[src/rtl/fp_pkg.sv]
// fp_pkg: shared classes, constants and flag layout for the FP multiplier datapath
package fp_pkg;
  typedef enum logic [1:0] {
    NORMAL = 2'b00,
    ZERO   = 2'b01,
    INF    = 2'b10,
    NAN    = 2'b11
  } fp_class_e;
  localparam int FP_BIAS = 127;
  localparam logic [31:0] FP_QNAN = 32'h7FC00000;
  localparam logic [7:0] FP_EXP_MAX = 8'hFF;
  typedef struct packed {
    logic invalid;
    logic overflow;
    logic underflow;
    logic inexact;
  } fp_flags_t;
endpackage

[src/rtl/fp_round_rne.sv]
// fp_round_rne: round-to-nearest-even of a 24-bit significand, renormalizing on carry
module fp_round_rne (
  input  logic [23:0] i_mant,
  input  logic        i_g,
  input  logic        i_s,
  output logic [22:0] o_frac,
  output logic        o_carry
);
  logic [24:0] w_sum;
  assign w_sum = {1'b0, i_mant} + 25'(i_g & (i_s | i_mant[0]));
  assign o_carry = w_sum[24];
  // the hidden bit is implicit, so only the fraction leaves this block
  assign o_frac = o_carry ? w_sum[23:1] : w_sum[22:0];
endmodule

[src/rtl/fp_mul_round_pack.sv]
// fp_mul_round_pack: normalize, round, resolve specials and pack an FP32 product; FP_MUL_FLAGS_EN adds IEEE flags
module fp_mul_round_pack
  import fp_pkg::*;
#(
  parameter int BIAS  = 127,
  parameter int EXP_W = 10
) (
  input  logic        clk,
  input  logic        rstn,
  input  logic        in_valid,
  output logic        in_ready,
  input  logic        in_sign,
  input  logic [8:0]  in_exp_sum,
  input  logic [47:0] in_prod,
  input  logic [1:0]  in_a_class,
  input  logic [1:0]  in_b_class,
  output logic        out_valid,
  input  logic        out_ready,
  output logic [31:0] out_result
`ifdef FP_MUL_FLAGS_EN
  ,
  output logic [3:0]  out_flags,
  input  logic        flags_clr,
  output logic [3:0]  flags_sticky
`endif
);
  logic                    w_s2_adv;
  logic                    w_hi;
  logic [23:0]             w_mant;
  logic                    w_g;
  logic                    w_s;
  logic signed [EXP_W-1:0] w_exp;
  logic                    r_s1_valid;
  logic                    r_s1_sign;
  logic signed [EXP_W-1:0] r_s1_exp;
  logic [23:0]             r_s1_mant;
  logic                    r_s1_g;
  logic                    r_s1_s;
  fp_class_e               r_s1_a_class;
  fp_class_e               r_s1_b_class;
  logic [22:0]             w_frac;
  logic                    w_carry;
  logic signed [EXP_W-1:0] w_exp_r;
  logic                    w_nan;
  logic                    w_inf;
  logic                    w_zero;
  logic                    w_invalid;
  logic                    w_ovf;
  logic                    w_unf;
  logic [31:0]             w_result;
  logic                    r_out_valid;
  logic [31:0]             r_out_result;
  assign w_s2_adv  = !r_out_valid || out_ready;
  assign in_ready  = !r_s1_valid || w_s2_adv;
  assign out_valid = r_out_valid;
  assign out_result = r_out_result;
  // normalization: the product of two [1,2) significands lies in [1,4)
  assign w_hi   = in_prod[47];
  assign w_mant = w_hi ? in_prod[47:24] : in_prod[46:23];
  assign w_g    = w_hi ? in_prod[23] : in_prod[22];
  assign w_s    = w_hi ? |in_prod[22:0] : |in_prod[21:0];
  assign w_exp  = EXP_W'({1'b0, in_exp_sum}) - EXP_W'(BIAS) + EXP_W'(w_hi);
  // stage 1: capture the normalized significand, exponent and operand classes
  always_ff @(posedge clk) begin
    if (rstn) r_s1_valid <= 1'b0;
    else if (in_ready) r_s1_valid <= in_valid;
    if (in_valid && in_ready) begin
      r_s1_sign    <= in_sign;
      r_s1_exp     <= w_exp;
      r_s1_mant    <= w_mant;
      r_s1_g       <= w_g;
      r_s1_s       <= w_s;
      r_s1_a_class <= fp_class_e'(in_a_class);
      r_s1_b_class <= fp_class_e'(in_b_class);
    end
  end
  fp_round_rne u_round (
    .i_mant (r_s1_mant),
    .i_g    (r_s1_g),
    .i_s    (r_s1_s),
    .o_frac (w_frac),
    .o_carry(w_carry)
  );
  assign w_exp_r   = r_s1_exp + EXP_W'(w_carry);
  assign w_nan     = r_s1_a_class == NAN || r_s1_b_class == NAN;
  assign w_inf     = r_s1_a_class == INF || r_s1_b_class == INF;
  assign w_zero    = r_s1_a_class == ZERO || r_s1_b_class == ZERO;
  assign w_invalid = w_nan || (w_inf && w_zero);
  assign w_ovf     = w_exp_r >= 255;
  assign w_unf     = w_exp_r <= 0;
  // special cases outrank range checks; overflow saturates to inf, underflow flushes to zero
  always_comb begin
    w_result = w_invalid ? FP_QNAN :
               w_inf     ? {r_s1_sign, FP_EXP_MAX, 23'h0} :
               w_zero    ? {r_s1_sign, 31'h0} :
               w_ovf     ? {r_s1_sign, FP_EXP_MAX, 23'h0} :
               w_unf     ? {r_s1_sign, 31'h0} :
                           {r_s1_sign, w_exp_r[7:0], w_frac};
  end
  // stage 2: register the packed result whenever the output slot frees up
  always_ff @(posedge clk) begin
    if (rstn) begin
      r_out_valid  <= 1'b0;
      r_out_result <= 32'h0;
    end else if (w_s2_adv) begin
      r_out_valid <= r_s1_valid;
      if (r_s1_valid) r_out_result <= w_result;
    end
  end
`ifdef FP_MUL_FLAGS_EN
  logic      w_special;
  fp_flags_t w_flags;
  fp_flags_t r_out_flags;
  fp_flags_t r_sticky;
  assign w_special = w_invalid || w_inf || w_zero;
  // flags follow the same priority as the result selection
  always_comb begin
    w_flags.invalid   = w_invalid;
    w_flags.overflow  = !w_special && w_ovf;
    w_flags.underflow = !w_special && !w_ovf && w_unf && |{r_s1_mant, r_s1_g, r_s1_s};
    w_flags.inexact   = (!w_special && !w_ovf && !w_unf && (r_s1_g || r_s1_s)) ||
                        w_flags.overflow || w_flags.underflow;
  end
  // per-result flags travel with out_result; the sticky copy accumulates accepted results
  always_ff @(posedge clk) begin
    if (rstn) r_out_flags <= '0;
    else if (w_s2_adv && r_s1_valid) r_out_flags <= w_flags;
    if (rstn || flags_clr) r_sticky <= '0;
    else if (r_out_valid && out_ready) r_sticky <= r_sticky | r_out_flags;
  end
  assign out_flags    = r_out_flags;
  assign flags_sticky = r_sticky;
`endif
endmodule

[config.mk]
export PLATFORM = sky130hd
export DESIGN_NAME = fp_mul_round_pack
export DESIGN_NICKNAME = d
export VERILOG_FILES = /design/src/rtl/fp_pkg.sv /design/src/rtl/fp_round_rne.sv /design/src/rtl/fp_mul_round_pack.sv
export SDC_FILE = /design/constraint.sdc
export NUM_CORES = 1
export LEC_CHECK = 0
export ABC_CLOCK_PERIOD_IN_PS = 5100
export CAP_MARGIN = 20
export CORE_ASPECT_RATIO = 0.5
export CORE_MARGIN = 2
export CORE_UTILIZATION = 49
export CTS_BUF_LIST = sky130_fd_sc_hd__clkbuf_16
export DETAILED_ROUTE_END_ITERATION = 10
export GPL_ROUTABILITY_DRIVEN = 0
export PLACE_DENSITY = 0.87
export SLEW_MARGIN = 10
export SYNTH_ARGS = -nofsm -noshare
export SYNTH_HDL_FRONTEND = slang
export SYNTH_SLANG_ARGS = --single-unit
[constraint.sdc]
create_clock -name clk -period 5.1 [get_ports clk]
set_input_delay 1.02 -clock clk [delete_from_list [all_inputs] [get_ports clk]]
set_output_delay 1.02 -clock clk [all_outputs]
set_load 0.02 [all_outputs]
==> results.yml <==
synth:
  synth-edff-count: 41
  synth_flop_cell: "edfxtp_1"
  synthDominantCellAreaShare_pct: 32.0
  avgSynthCellArea_um2: 10.8
  synth_seq_cells: 75
  synth_most_common_cell: "edfxtp_1"
  ys.warnings.count: 0
  synth_area_leader_cell: "edfxtp_1"
  synthArstFlopShare_pct: 0
  synth-seq-area-share_pct: 49.7
  synth_cell_types: 51
  syn-num-nets: 428
  synthCells: 356
  netlist_top_cells_area: "edfxtp_1 32%, dfxtp_1 18%, mux2_2 7.3%"
  synth.top_cells.by_count: "41 x edfxtp_1, 34 x dfxtp_1, 34 x nand2_1"
  syn_area_mm2: 0.00385
placed_design:
  place_inst: 553
  place_ws_ns: 0.851
  io_buffer_count: 99
  dp_hpwl_mm: 6.17
global_routing:
  grt-ovfl-total: 0
  grt_pass1_wl_mm: 13.0
  grt_pass1_vias: 2728
  antenna_found_initial: 0
  grt_max_degree: 42
  grt_use_total_pct: 19.9
sta:
  max_freq_ghz: 0.233
  drv_slew: 0
  worst_pin_slew_ns: 0.768
  tns_ns: 0
  max_slew_margin_pct: 48.7
  fin_ws_ns: 0.814
  fin_crit_ns: 4.29
  finalClockSkew_ns: 0.00502
  rsz0062_at_grt: "false"
  setup_violations: 0
  hold_viol_final: 0
  post-route-period-util_pct: 84.0
clock_tree:
  clk_pin_slew_ns: 0.05
  clk_latency_ns: 0.34
  cts_setup_buffers: 0
  postCtsHoldBufs: 0
  ctsRootBufferMaster: "clkbuf_16"
  cts_sinks: 75
  cts_tree: "done"
  cts_max_level: 3
  cts-resized-gates: 0
  numCtsBuffers: 9
  cts.path.max_buffers: 2
pwr:
  irDropWorstVdd_uv: 181
  power_density_mw_per_mm2: 276
  finalPower_mw: 1.43
  p_leak_nw: 1.86
cells_and_area:
  post-route-util_pct: 69.4
  area_growth_pct: 34.5
  instances_no_fill: 568
  layout-drive-gt1-share_pct: 14.3
  fill_cells: 557
  antenna_cells: 0
  fin_nets: 528
  multi_input_comb_area_mm2: 0.00183
  regArea_mm2: 0.00191
setup_path:
  critPathSlowestCell: "or3_4"
  end_kind: "flip-flop"
  crit_buf_inv: 1
  crit_chain: "o21a_1 -> ha_1 -> ha_1 -> nand2_1 -> nor4_2 -> nand3_1 -> clkinv_1 -> ha_1 -> ha_1 -> nand4_1 -> nor2_1 -> xnor2_2 -> o41ai_2 -> or3_4 -> o31ai_2"
  cp_top_family: "simple AND/OR/NAND/NOR gates"
  crit_required_ns: 5.35
  path_common_cell: "ha_1"
  critPathArrivalTime_ns: 4.53
  path_class: "reg2reg"
  cpPeakStageDelay_ns: 0.57
  startpoint_type: "flip-flop"
  cp_max_fo: 22
die:
  pin_count: 100
  die_area_mm2: 0.00862
  core_mm2: 0.00746
  fp.dieH_um: 66.7
  fp-row-count: 22
  initial_core_util_pct: 51.6
  die_x_um: 129
drt:
  drt-wirelength-per-cell_um: 14.5
  antenna_left: 0
  viasPerCell: 5.24
  first_pass_iters: 4
  drtIter0Drc: 266
  vias: 2977
  drc: 0
  drt_wl_total_mm: 8.25
job:
  drv_cap: 0
hold_path:
  hold_class: "reg2reg"
outcome:
  status: "finished, final reports clean"
-- cell type report --
type	instances	area share (%)
Sequential cell	75	36.9
Multi-Input combinational cell	259	35.4
Clock inverter	6	0.508
Clock buffer	9	4.35
Inverter	9	0.653
Tap cell	108	2.61
Timing Repair Buffer	102	19.6
-- final timing paths --
kind                                startpoint              to  slack, ns  depth (start not counted)
worst max-delay path              r_s1_mant[0]   out_result[7]       0.81                         15
worst min-delay path            out_result[18]  out_result[18]       0.45                          2
worst max register to register    r_s1_mant[0]   out_result[7]       0.81                         15
worst min register to register  out_result[18]  out_result[18]       0.45                          2
-- sequential cells by signal, indices dropped and copies added (netlist names) --
| name | cells |
|---|---|
| r_s1_g | 1 |
| r_s1_a_class | 2 |
| r_s1_mant | 24 |
| r_s1_b_class | 2 |
| r_s1_valid | 1 |
| out_result | 32 |
| out_valid | 1 |
| r_s1_exp | 10 |
| r_s1_sign | 1 |
| r_s1_s | 1 |
-- placed cells by master (no fill, tap or decap), types with 8 or more instances in the layout --
cell type | synthesis | final
a21oi_1 | 9 | 9
clkbuf_16 | 0 | 9
clkdlybuf4s50_1 | 0 | 99
dfxtp_1 | 34 | 34
edfxtp_1 | 41 | 41
inv_1 | 8 | 10
mux2_2 | 25 | 25
nand2_1 | 34 | 34
nand3_1 | 22 | 22
nand4_1 | 8 | 8
nor2_1 | 31 | 31
o31ai_2 | 15 | 15
xnor2_1 | 14 | 14
xor2_1 | 17 | 17
-- through the flow --
| step | hold slack [ns] | area, µm² |
|---|---|---|
| floorplan | 0.496 | 3850 |
| global placement | 0.437 | 4920 |
| detailed placement | 0.445 | 4920 |
| CTS | 0.453 | 5180 |
| global route | 0.466 | 5180 |
| finish | 0.451 | 5180 |
-- layer usage --
layer / routed length (µm) / share of wire [%] / GRT usage [%]
met2: 3950 / 48 / 33.0
met5: 0 / 0 / 0
met4: 108 / 1.3 / 7.34
met1: 3760 / 46 / 25.2
met3: 432 / 5.2 / 5.14
-- logic make-up (layout without fill, tap and decap cells) --
family	Yosys count	in the layout	share of synthesized area (%)
xor gates and xnor gates	32	32	7.48
and+or+nand+nor	138	138	18.3
buffers and inverters	22	126	2.76
adders and majority gates	6	6	1.95
muxes	28	28	8.09
DFF	75	75	49.7
AOI/OAI and AO/OA	55	55	11.8
-- worst reg2reg max path: cells and delay by family, from the launching register on --
| family | cells | cell delay [ns] |
|---|---|---|
| adder cells (fa/ha/maj) | 4 | 0.98 |
| flip-flops | 1 | 0.35 |
| AO/OA/AOI/OAI | 3 | 0.56 |
| buffers and inverters | 1 | 0.43 |
| AND/OR/NAND/NOR | 6 | 1.71 |
| XOR/XNOR | 1 | 0.17 |
-- report_power, final --
part	internal, mW	leakage, nW	switching (mW)
registers	0.675	0.674	0.0274
logic	0.104	1.05	0.0811
clock network	0.318	0.135	0.224
(Power assumes the default switching activity.)
